File: src/rtl/cu_read_cmd_generator.sv
`default_nettype none
// ============================================================================
// Module   : cu_read_cmd_generator
// Brief    : Splits one array-fetch request (base address, element count,
//            CU ID) into naturally aligned, power-of-two read commands of at
//            most MAX_CMD_BYTES and presents them one at a time on a
//            valid/ready command port.
// Options  : CU_READ_CMD_CREDIT_EN - adds the rsp_done input and limits the
//            number of accepted-but-unretired commands to MAX_OUTSTANDING.
// Revision : 1.0 - initial release
// ============================================================================
module cu_read_cmd_generator #(
  parameter int ARRAY_SIZE      = 4,
  parameter int ADDR_WIDTH      = 64,
  parameter int COUNT_WIDTH     = 32,
  parameter int CU_ID_WIDTH     = 8,
  parameter int MAX_CMD_BYTES   = 128,
  parameter int MAX_OUTSTANDING = 16
) (
  input  logic                   clock,
  input  logic                   rstn,
  input  logic                   enable,
  input  logic                   start,
  input  logic [ADDR_WIDTH-1:0]  base_addr,
  input  logic [COUNT_WIDTH-1:0] num_elements,
  input  logic [CU_ID_WIDTH-1:0] cu_id_in,
  input  logic                   cmd_ready,
`ifdef CU_READ_CMD_CREDIT_EN
  input  logic                   rsp_done,
`endif
  output logic                   cmd_valid,
  output logic [ADDR_WIDTH-1:0]  cmd_address,
  output logic [11:0]            cmd_size,
  output logic [CU_ID_WIDTH-1:0] cmd_cu_id,
  output logic [7:0]             cmd_tag,
  output logic                   cmd_last,
  output logic                   busy,
  output logic                   done
);

  // Element size as a shift amount; remaining-bytes width leaves room for
  // the largest element shift (ARRAY_SIZE <= 128).
  localparam int C_ASIZE_LOG2 = $clog2(ARRAY_SIZE);
  localparam int C_MAX_LOG2   = $clog2(MAX_CMD_BYTES);
  localparam int C_REM_W      = COUNT_WIDTH + 7;
  localparam logic [ADDR_WIDTH-1:0] C_ELEM_MASK =
    ~((ADDR_WIDTH)'(ARRAY_SIZE) - (ADDR_WIDTH)'(1));

  // Reject configurations the size rule cannot honour.
  if ((ARRAY_SIZE < 1) || (ARRAY_SIZE > 128) || ((ARRAY_SIZE & (ARRAY_SIZE - 1)) != 0) ||
      (MAX_CMD_BYTES < ARRAY_SIZE) || (MAX_CMD_BYTES > 128) ||
      (MAX_OUTSTANDING < 1) || (ADDR_WIDTH < 8) || (COUNT_WIDTH < 12)) begin : g_bad_params
    $error("cu_read_cmd_generator: unsupported parameter combination");
  end

  typedef enum logic [1:0] {
    S_IDLE = 2'd0,
    S_RUN  = 2'd1,
    S_DONE = 2'd2
  } state_e;

  // Registered state and outputs
  state_e                 state_q,       state_d;
  logic [ADDR_WIDTH-1:0]  cur_addr_q,    cur_addr_d;
  logic [COUNT_WIDTH-1:0] remaining_q,   remaining_d;
  logic [CU_ID_WIDTH-1:0] cu_id_q,       cu_id_d;
  logic                   cmd_valid_q,   cmd_valid_d;
  logic [ADDR_WIDTH-1:0]  cmd_address_q, cmd_address_d;
  logic [11:0]            cmd_size_q,    cmd_size_d;
  logic                   cmd_last_q,    cmd_last_d;
  logic [7:0]             cmd_tag_q,     cmd_tag_d;
  logic                   busy_q,        busy_d;
  logic                   done_q,        done_d;

  // Combinational helpers
  logic [C_REM_W-1:0]     w_rem_bytes;
  logic [C_REM_W-1:0]     w_pow;
  logic                   w_aligned;
  logic [11:0]            w_size;
  logic [11:0]            w_size_elems;
  logic                   w_accept;
  logic                   w_load;
  logic                   w_credit_ok;
  logic                   w_out_zero;

`ifdef CU_READ_CMD_CREDIT_EN
  localparam int C_OUT_W = $clog2(MAX_OUTSTANDING + 1);
  logic [C_OUT_W-1:0]     outstanding_q, outstanding_d;
  logic                   w_rsp_dec;
`endif

  assign w_rem_bytes  = C_REM_W'(remaining_q) << C_ASIZE_LOG2;
  assign w_size_elems = w_size >> C_ASIZE_LOG2;
  assign w_accept     = cmd_valid_q & cmd_ready;

  // Largest power of two that fits the remaining bytes, the command cap and
  // the alignment of cur_addr; alignment is accumulated bit by bit.
  always_comb begin
    w_size    = '0;
    w_pow     = '0;
    w_aligned = 1'b1;
    for (int k = 0; k <= 7; k++) begin
      w_pow = C_REM_W'(1) << k;
      if (w_aligned && (k <= C_MAX_LOG2) && (w_rem_bytes >= w_pow)) begin
        w_size = 12'(w_pow);
      end
      w_aligned = w_aligned & ~cur_addr_q[k];
    end
  end

  // Credit accounting: an acceptance and a retirement in the same cycle cancel.
`ifdef CU_READ_CMD_CREDIT_EN
  always_comb begin
    w_rsp_dec     = rsp_done && (outstanding_q != '0);
    outstanding_d = outstanding_q;
    if (w_accept && !w_rsp_dec) begin
      outstanding_d = outstanding_q + C_OUT_W'(1);
    end else if (!w_accept && w_rsp_dec) begin
      outstanding_d = outstanding_q - C_OUT_W'(1);
    end
    w_credit_ok = ((C_OUT_W + 1)'(outstanding_q) + (C_OUT_W + 1)'(cmd_valid_q))
                  < (C_OUT_W + 1)'(MAX_OUTSTANDING);
    w_out_zero  = (outstanding_d == '0);
  end
`else
  assign w_credit_ok = 1'b1;
  assign w_out_zero  = 1'b1;
`endif

  // A new command may load when the slot is empty or being emptied this cycle.
  assign w_load = (state_q == S_RUN) && (remaining_q != '0) && enable && w_credit_ok &&
                  (!cmd_valid_q || w_accept);

  // Next-state computation for the FSM, command slot and tag counter.
  always_comb begin
    state_d       = state_q;
    cur_addr_d    = cur_addr_q;
    remaining_d   = remaining_q;
    cu_id_d       = cu_id_q;
    cmd_valid_d   = cmd_valid_q;
    cmd_address_d = cmd_address_q;
    cmd_size_d    = cmd_size_q;
    cmd_last_d    = cmd_last_q;
    cmd_tag_d     = cmd_tag_q;

    if (w_accept) begin
      cmd_valid_d = 1'b0;
      cmd_tag_d   = cmd_tag_q + 8'd1;
    end

    if (w_load) begin
      cmd_valid_d   = 1'b1;
      cmd_address_d = cur_addr_q;
      cmd_size_d    = w_size;
      cmd_last_d    = (C_REM_W'(w_size) == w_rem_bytes);
      cur_addr_d    = cur_addr_q + ADDR_WIDTH'(w_size);
      remaining_d   = remaining_q - COUNT_WIDTH'(w_size_elems);
    end

    case (state_q)
      S_IDLE: begin
        if (start) begin
          state_d     = S_RUN;
          cur_addr_d  = base_addr & C_ELEM_MASK;
          remaining_d = num_elements;
          cu_id_d     = cu_id_in;
        end
      end
      S_RUN: begin
        // Leave as soon as the slot will be empty after this edge, so done
        // follows the final acceptance by exactly one cycle.
        if ((remaining_q == '0) && !cmd_valid_d && w_out_zero) begin
          state_d = S_DONE;
        end
      end
      S_DONE: begin
        state_d = S_IDLE;
      end
      default: begin
        state_d = S_IDLE;
      end
    endcase

    busy_d = (state_d != S_IDLE);
    done_d = (state_d == S_DONE);
  end

  // All state and outputs registered; asynchronous clear on rstn.
  always_ff @(posedge clock or negedge rstn) begin
    if (!rstn) begin
      state_q       <= S_IDLE;
      cur_addr_q    <= '0;
      remaining_q   <= '0;
      cu_id_q       <= '0;
      cmd_valid_q   <= 1'b0;
      cmd_address_q <= '0;
      cmd_size_q    <= '0;
      cmd_last_q    <= 1'b0;
      cmd_tag_q     <= '0;
      busy_q        <= 1'b0;
      done_q        <= 1'b0;
`ifdef CU_READ_CMD_CREDIT_EN
      outstanding_q <= '0;
`endif
    end else begin
      state_q       <= state_d;
      cur_addr_q    <= cur_addr_d;
      remaining_q   <= remaining_d;
      cu_id_q       <= cu_id_d;
      cmd_valid_q   <= cmd_valid_d;
      cmd_address_q <= cmd_address_d;
      cmd_size_q    <= cmd_size_d;
      cmd_last_q    <= cmd_last_d;
      cmd_tag_q     <= cmd_tag_d;
      busy_q        <= busy_d;
      done_q        <= done_d;
`ifdef CU_READ_CMD_CREDIT_EN
      outstanding_q <= outstanding_d;
`endif
    end
  end

  assign cmd_valid   = cmd_valid_q;
  assign cmd_address = cmd_address_q;
  assign cmd_size    = cmd_size_q;
  assign cmd_cu_id   = cu_id_q;
  assign cmd_tag     = cmd_tag_q;
  assign cmd_last    = cmd_last_q;
  assign busy        = busy_q;
  assign done        = done_q;

endmodule

`default_nettype wire

File: config.mk
export PLATFORM = sky130hd
export DESIGN_NAME = cu_read_cmd_generator
export DESIGN_NICKNAME = d
export VERILOG_FILES = /design/src/rtl/cu_read_cmd_generator.sv
export SDC_FILE = /design/constraint.sdc
export NUM_CORES = 1
export LEC_CHECK = 0
export BUFFER_PORTS_ARGS = -buffer_cell sky130_fd_sc_hd__buf_2
export CORE_MARGIN = 5
export CORE_UTILIZATION = 55
export CTS_CLUSTER_SIZE = 8
export DETAILED_ROUTE_END_ITERATION = 7
export GPL_TIMING_DRIVEN = 0
export HOLD_SLACK_MARGIN = 0.08
export MAX_ROUTING_LAYER = met4
export PLACE_DENSITY_LB_ADDON = 0.25
export SYNTH_ARGS = -nofsm -noshare
export SYNTH_HDL_FRONTEND = slang
export SYNTH_SLANG_ARGS = --single-unit
File: constraint.sdc
create_clock -name clock -period 9.75 [get_ports clock]
set_input_delay 0.975 -clock clock [delete_from_list [all_inputs] [get_ports clock]]
set_output_delay 0.975 -clock clock [all_outputs]
set_load 0.01 [all_outputs]
Word-level counts from Yosys, hierarchy flattened
Cells that the tools add are included.
- output and inout port bits: 96
- word-level logic and storage cells: 77
- register bits after elaboration: 194
- input bits: 109
- equal/unequal tests: 3
- add/sub/neg operators: 3
- reductions and logical operators: 19
- $lt $le $gt $ge: 8
- muxes and demuxes: 19
- bitwise operators: 14
- operators by type and width (kind ; count):
    two-way mux 64 bit ; 3
    two-way mux 32 bit ; 3
    adder 64 x 12 -> 64 bit ; 1
    two-way mux 12 bit ; 5
    == test 12 x 34 -> 1 bit ; 1
    greater-or-equal comparator 34 x 1 -> 1 bit (second input constant) ; 1
    greater-or-equal comparator 34 x 2 -> 1 bit (second input constant) ; 1
    greater-or-equal comparator 34 x 3 -> 1 bit (second input constant) ; 1
    greater-or-equal comparator 34 x 4 -> 1 bit (second input constant) ; 1
    greater-or-equal comparator 34 x 5 -> 1 bit (second input constant) ; 1
    greater-or-equal comparator 34 x 6 -> 1 bit (second input constant) ; 1
    greater-or-equal comparator 34 x 7 -> 1 bit (second input constant) ; 1
    greater-or-equal comparator 34 x 8 -> 1 bit (second input constant) ; 1
    zero test 32 bit ; 1
    nonzero test 32 bit ; 1
    subtractor 32 x 10 -> 32 bit ; 1
    logical AND 1 bit ; 11
    adder 8 x 1 -> 8 bit (second input constant) ; 1
    bitwise AND 1 bit ; 7
    inverter 1 bit ; 7
    two-way mux 2 bit ; 3
    one-hot mux 2 bit (2 select lines) ; 1
    two-way mux 1 bit ; 3
    two-way mux 3 bit ; 1
    7 further kinds ; 8

Depth between registers and ports, before layout
- depth after elaboration: 13
- depth in mapped cells: 17

Least setup slack after synthesis
OpenSTA, ideal clock, no wires.
- kind: register -> register
- from: register remaining_q[21]
- to: register cur_addr_q[52]
- arrival: 4.835 ns
- slack: 4.833 ns
- setup time: 0.082 ns
- period minus slack after synthesis: 4.917 ns
- path buffers: 2
- required time: 9.668 ns
- cell stages (with the launch flop): 16
- cell sequence: dfrtp_1 > or4_4 > or4b_4 > or3_1 > buf_2 > or4_4 > mux2i_1 > nor3_1 > ha_1 > nand2b_1 > a21oi_1 > o2111ai_1 > or4_1 > clkbuf_1 > or3_1 > a31oi_1
- RTL lines (what ; RTL line ; text):
    start: declaration ; 65 ; logic [COUNT_WIDTH-1:0] remaining_q, remaining_d;
    start signal: assignment ; 208 ; remaining_q <= remaining_d;
    greater-or-equal comparator 34 x 3 -> 1 bit ; 104 ; if (w_aligned && (k <= C_MAX_LOG2) && (w_rem_bytes >= w_pow)) begin
    logical AND 1 bit ; 104 ;
    two-way mux 3 bit ; 104 ;
    two-way mux 12 bit (4 in series) ; 104 ;
    two-way mux 12 bit (*) ; 104 ;
    via w_size[2] ; 79 ; logic [11:0] w_size;
    adder 64 x 12 -> 64 bit (*) ; 156 ; cur_addr_d = cur_addr_q + ADDR_WIDTH'(w_size);
    two-way mux 64 bit (*) ; 151 ; if (w_load) begin
    two-way mux 64 bit ; 162 ; if (start) begin
    two-way mux 64 bit (*) ; 160 ; case (state_q)
    via cur_addr_d[52] ; 64 ; logic [ADDR_WIDTH-1:0] cur_addr_q, cur_addr_d;
    end signal: assignment ; 207 ; cur_addr_q <= cur_addr_d;
    end: declaration ; 64 ;
Mark *: on every way through the listed nets, which the timed path passes. The rest lies on a longest branch.
A chain may end at the register's enable or synchronous reset.

Worst setup path in the final report
- from: register remaining_q[29]
- to: register cur_addr_q[52]
The elaborated chain is that of the path after synthesis.

==> impl_results.md <==
* Status: completed
* Commonest cells post-synth: 332 x nand2_1, 190 x dfrtp_1, 82 x o21ai_0
* Core Area at approximately 0.018 mm²
* Cell Pwr Density at around 220 mW/mm²
* Max-Cap Viols at 0
* Via-to-Cell Ratio at a little under 6
* Fin area at around 0.012 mm²
* Post-synthesis async set-or-reset flop share at 100%
* WL final at about 30000 µm
* Setup TNS after final layout at 0 ns
* Critical Path AT at 6.28 ns
* DRT Pass-1 Iters at 6
* Hold crit path type: reg -> reg
* Vias in the first global route at between 9000 and 10000
* Combinational power share at between 20 and 30%
* Final setup fails at 0
* Vias at 9591
* Fmax at ~0.17 GHz
* Post-CTS resize count at 0
* Synth Flop Type: dfrtp_1
* Fraction of layout cells with a size suffix above 1 at 17.9%
* Fin crit period at between 5 and 6 ns
* Share of the synthesized area in the top cell type at 47.9%
* Hpwl dp at roughly 22000 µm
* P_sw at around 0.94 mW
* Seq pwr share at 44.6%
* Setup Fix Bufs, Post-CTS at 0
* Port bufs at just under 200
* Clock insertion delay at the later pin of the skew report at 0.43 ns
* Row cnt at 49
* 1st-iter DRT viols at between 1000 and 1500
* Sink Count at 190
* Max-slew violations at 0
* GRT Residual Overflow at 0
* Maximum fanout along the worst path at 10
* First-pass GRT wire length at roughly 48000 µm
* Post-DP Area at approximately 0.011 mm²
* Synth Register Bits at 190
* Die X at between 100 and 150 µm
* Pin count of the biggest net entering global routing at 99
* Register area share after synthesis at 47.9%
* Synthesis Warnings at 0
* GRT Resource Usage Total at between 30% and 40%
* Switching share of power at roughly 36%
* Library cells used by synthesis at between 50 and 60
* Die H at 144 µm
* CTS max path bufs at 2
* Initial antenna violation count at 0
* Slew headroom at a little over two fifths
* Number of diodes at 0
* Fin crit share at 60.8%
* RSZ-0062 raised after global routing: no
* Cts hold-fix bufs at 0
* Num ports at 205
* Mapped cell area at 0.00993 mm²
* Number of H-tree levels at 4
* Cell taking the most area after synthesis: dfrtp_1
* Clk pwr share at ~26%
* Critical path class: reg -> reg
* Worst Tran Pin Value at 0.861 ns
* Die ar. at 0.0208 mm²
* Crit. End Element: register
* Worst VDD drop at about 140 µV
* Critical Path Source Type: register
* Num CTS Buffers at 17
* DR DRC count at 0
* Largest cells by area after synthesis: dfrtp_1 48%, nand2_1 13%, xnor2_1 4.2%
* Clock skew at roughly 0.0084 ns
* Nets at approximately 1500
* LEAKAGE at 5.39 nW
* Post-synth EDFFs at 0
* Power Internal at between 1.5 and 2 mW
* CTS tree: built
* Syn_area_per_cell at approximately 8.5 µm²
* Clock-pin slew on the worst setup and hold paths at 0.07 ns
* Post-Synthesis Cells at about 1200
* Final hold slack at 0.468 ns
* Initial core utilization at roughly 56%
* P&R area growth vs syn at 19.0%
* Root Driver: clkbuf_16
* GP Congestion at ~0.97
* Req. time, crit path at between 10 and 15 ns
* Final hold vios at 0
* Wirelength per Cell at 18.7 µm
* Post-route ant nets at 0
* Most common cell in the netlist: nand2_1
[final cells by class]
cell class | instances | area [µm²]
plain buffers | 64 | 259
multi-input cells | 895 | 4840
repair buffers | 199 | 1030
well taps | 229 | 287
inverters | 23 | 86.3
flip-flops and latches | 190 | 4750
fillers | 1545 | 6030
clock buffers | 19 | 453
clock inverters | 13 | 105
[routing by layer]
| layer | part of all wire (%) | global-route usage [%] | vias to the layer above |
|---|---|---|---|
| li1 | - | - | 4468 |
| met1 | 42 | 42.2 | 4560 |
| met2 | 46 | 46.0 | 494 |
| met3 | 9.2 | 6.02 | 69 |
| met4 | 2.5 | 8.49 | 0 |
| met5 | 0 | - | - |
[power by group through the flow]
stage | logic (mW) | registers [mW] | clock network (mW)
after global placement | 0.721 | 1.15 | 0
after CTS | 0.754 | 1.14 | 0.674
after detailed placement | 0.746 | 1.15 | 0
after global routing | 0.843 | 1.17 | 0.708
final | 0.759 | 1.15 | 0.667
after floorplan | 0.467 | 1.15 | 0
[state kept, by name, summed over array words and instances (netlist names)]
register     cells
busy             1
cmd_address     64
cmd_cu_id        8
cmd_last         1
cmd_size         8
cmd_tag          8
cmd_valid        1
cur_addr_q      64
done             1
remaining_q     32
state_q          2
[critical path: stages, from the launching register on]
cell,delay (ns)
dfrtp_1,0.43
or4_1,0.64
or4b_4,0.54
or3_1,0.36
buf_2,0.16
or4_4,0.42
mux2i_1,0.17
nor3_1,0.27
ha_1,0.30
nor2_1,0.08
a21oi_1,0.39
o2111ai_1,0.51
or4_1,0.78
clkbuf_1,0.25
or3_1,0.34
a31oi_1,0.18
[kinds of logic (layout without fill, tap and decap cells)]
| family | Yosys count | after routing | synth area share [%] |
|---|---|---|---|
| flops | 190 | 190 | 47.9 |
| mux | 17 | 17 | 1.75 |
| buf+inv | 87 | 318 | 3.48 |
| xor+xnor | 56 | 56 | 4.94 |
| compound gates | 170 | 170 | 10.0 |
| fa+ha+maj | 17 | 17 | 2.29 |
| simple gates | 631 | 631 | 29.6 |
| other cells | 1 | 4 | 0.0378 |
[layout by cell type (no fill, tap or decap), types with 5 or more instances in the layout]
| cell type | count |
|---|---|
| or4_1 | 16 |
| nand2b_1 | 8 |
| clkbuf_16 | 17 |
| nand2_1 | 332 |
| nor3_1 | 32 |
| mux2i_1 | 14 |
| xor2_1 | 8 |
| o31ai_1 | 6 |
| nor4b_1 | 9 |
| dfrtp_1 | 190 |
| or3_1 | 19 |
| nor4_1 | 38 |
| nor2_1 | 76 |
| nand4_1 | 28 |
| xnor2_1 | 48 |
| or2_2 | 5 |
| o21ai_0 | 82 |
| ha_1 | 15 |
| inv_1 | 23 |
| clkbuf_1 | 53 |
| a21oi_1 | 21 |
| a21o_1 | 5 |
| a31oi_1 | 26 |
| o211ai_1 | 8 |
| nand3_1 | 35 |
| buf_2 | 200 |
| and2_1 | 14 |
| o21a_1 | 6 |
[final timing paths]
path                                            from                       end  slack [ns]  cells past startpoint
max                        remaining_q[29]$_DFF_PN0_  cur_addr_q[52]$_DFF_PN0_        3.83                     15
min                           cmd_tag[7]$_DFFE_PN0P_    cmd_tag[7]$_DFFE_PN0P_        0.47                      1
max reg2reg                remaining_q[29]$_DFF_PN0_  cur_addr_q[52]$_DFF_PN0_        3.83                     15
min reg2reg                   cmd_tag[7]$_DFFE_PN0P_    cmd_tag[7]$_DFFE_PN0P_        0.47                      1
max in group asynchronous                       rstn   cur_addr_q[3]$_DFF_PN0_        8.27                      2
min in group asynchronous                       rstn  cmd_cu_id[3]$_DFFE_PN0P_        0.55                      1
[stage by stage]
step / utilization (%) / total power [mW] / setup WS (ns) / std cells
6_report: 66.2 / 2.58 / 3.83 / 1632
5_1_grt: 66.2 / 2.72 / 3.56 / 1632
4_1_cts: 66.2 / 2.57 / 3.94 / 1632
3_5_place_dp: 63.1 / 1.90 / 3.99 / 1600
3_3_place_gp: 62.9 / 1.87 / 4.06 / 1599
2_1_floorplan: - / 1.62 / 4.83 / 1172
No activity file was read; power rests on OpenSTA's default activity.
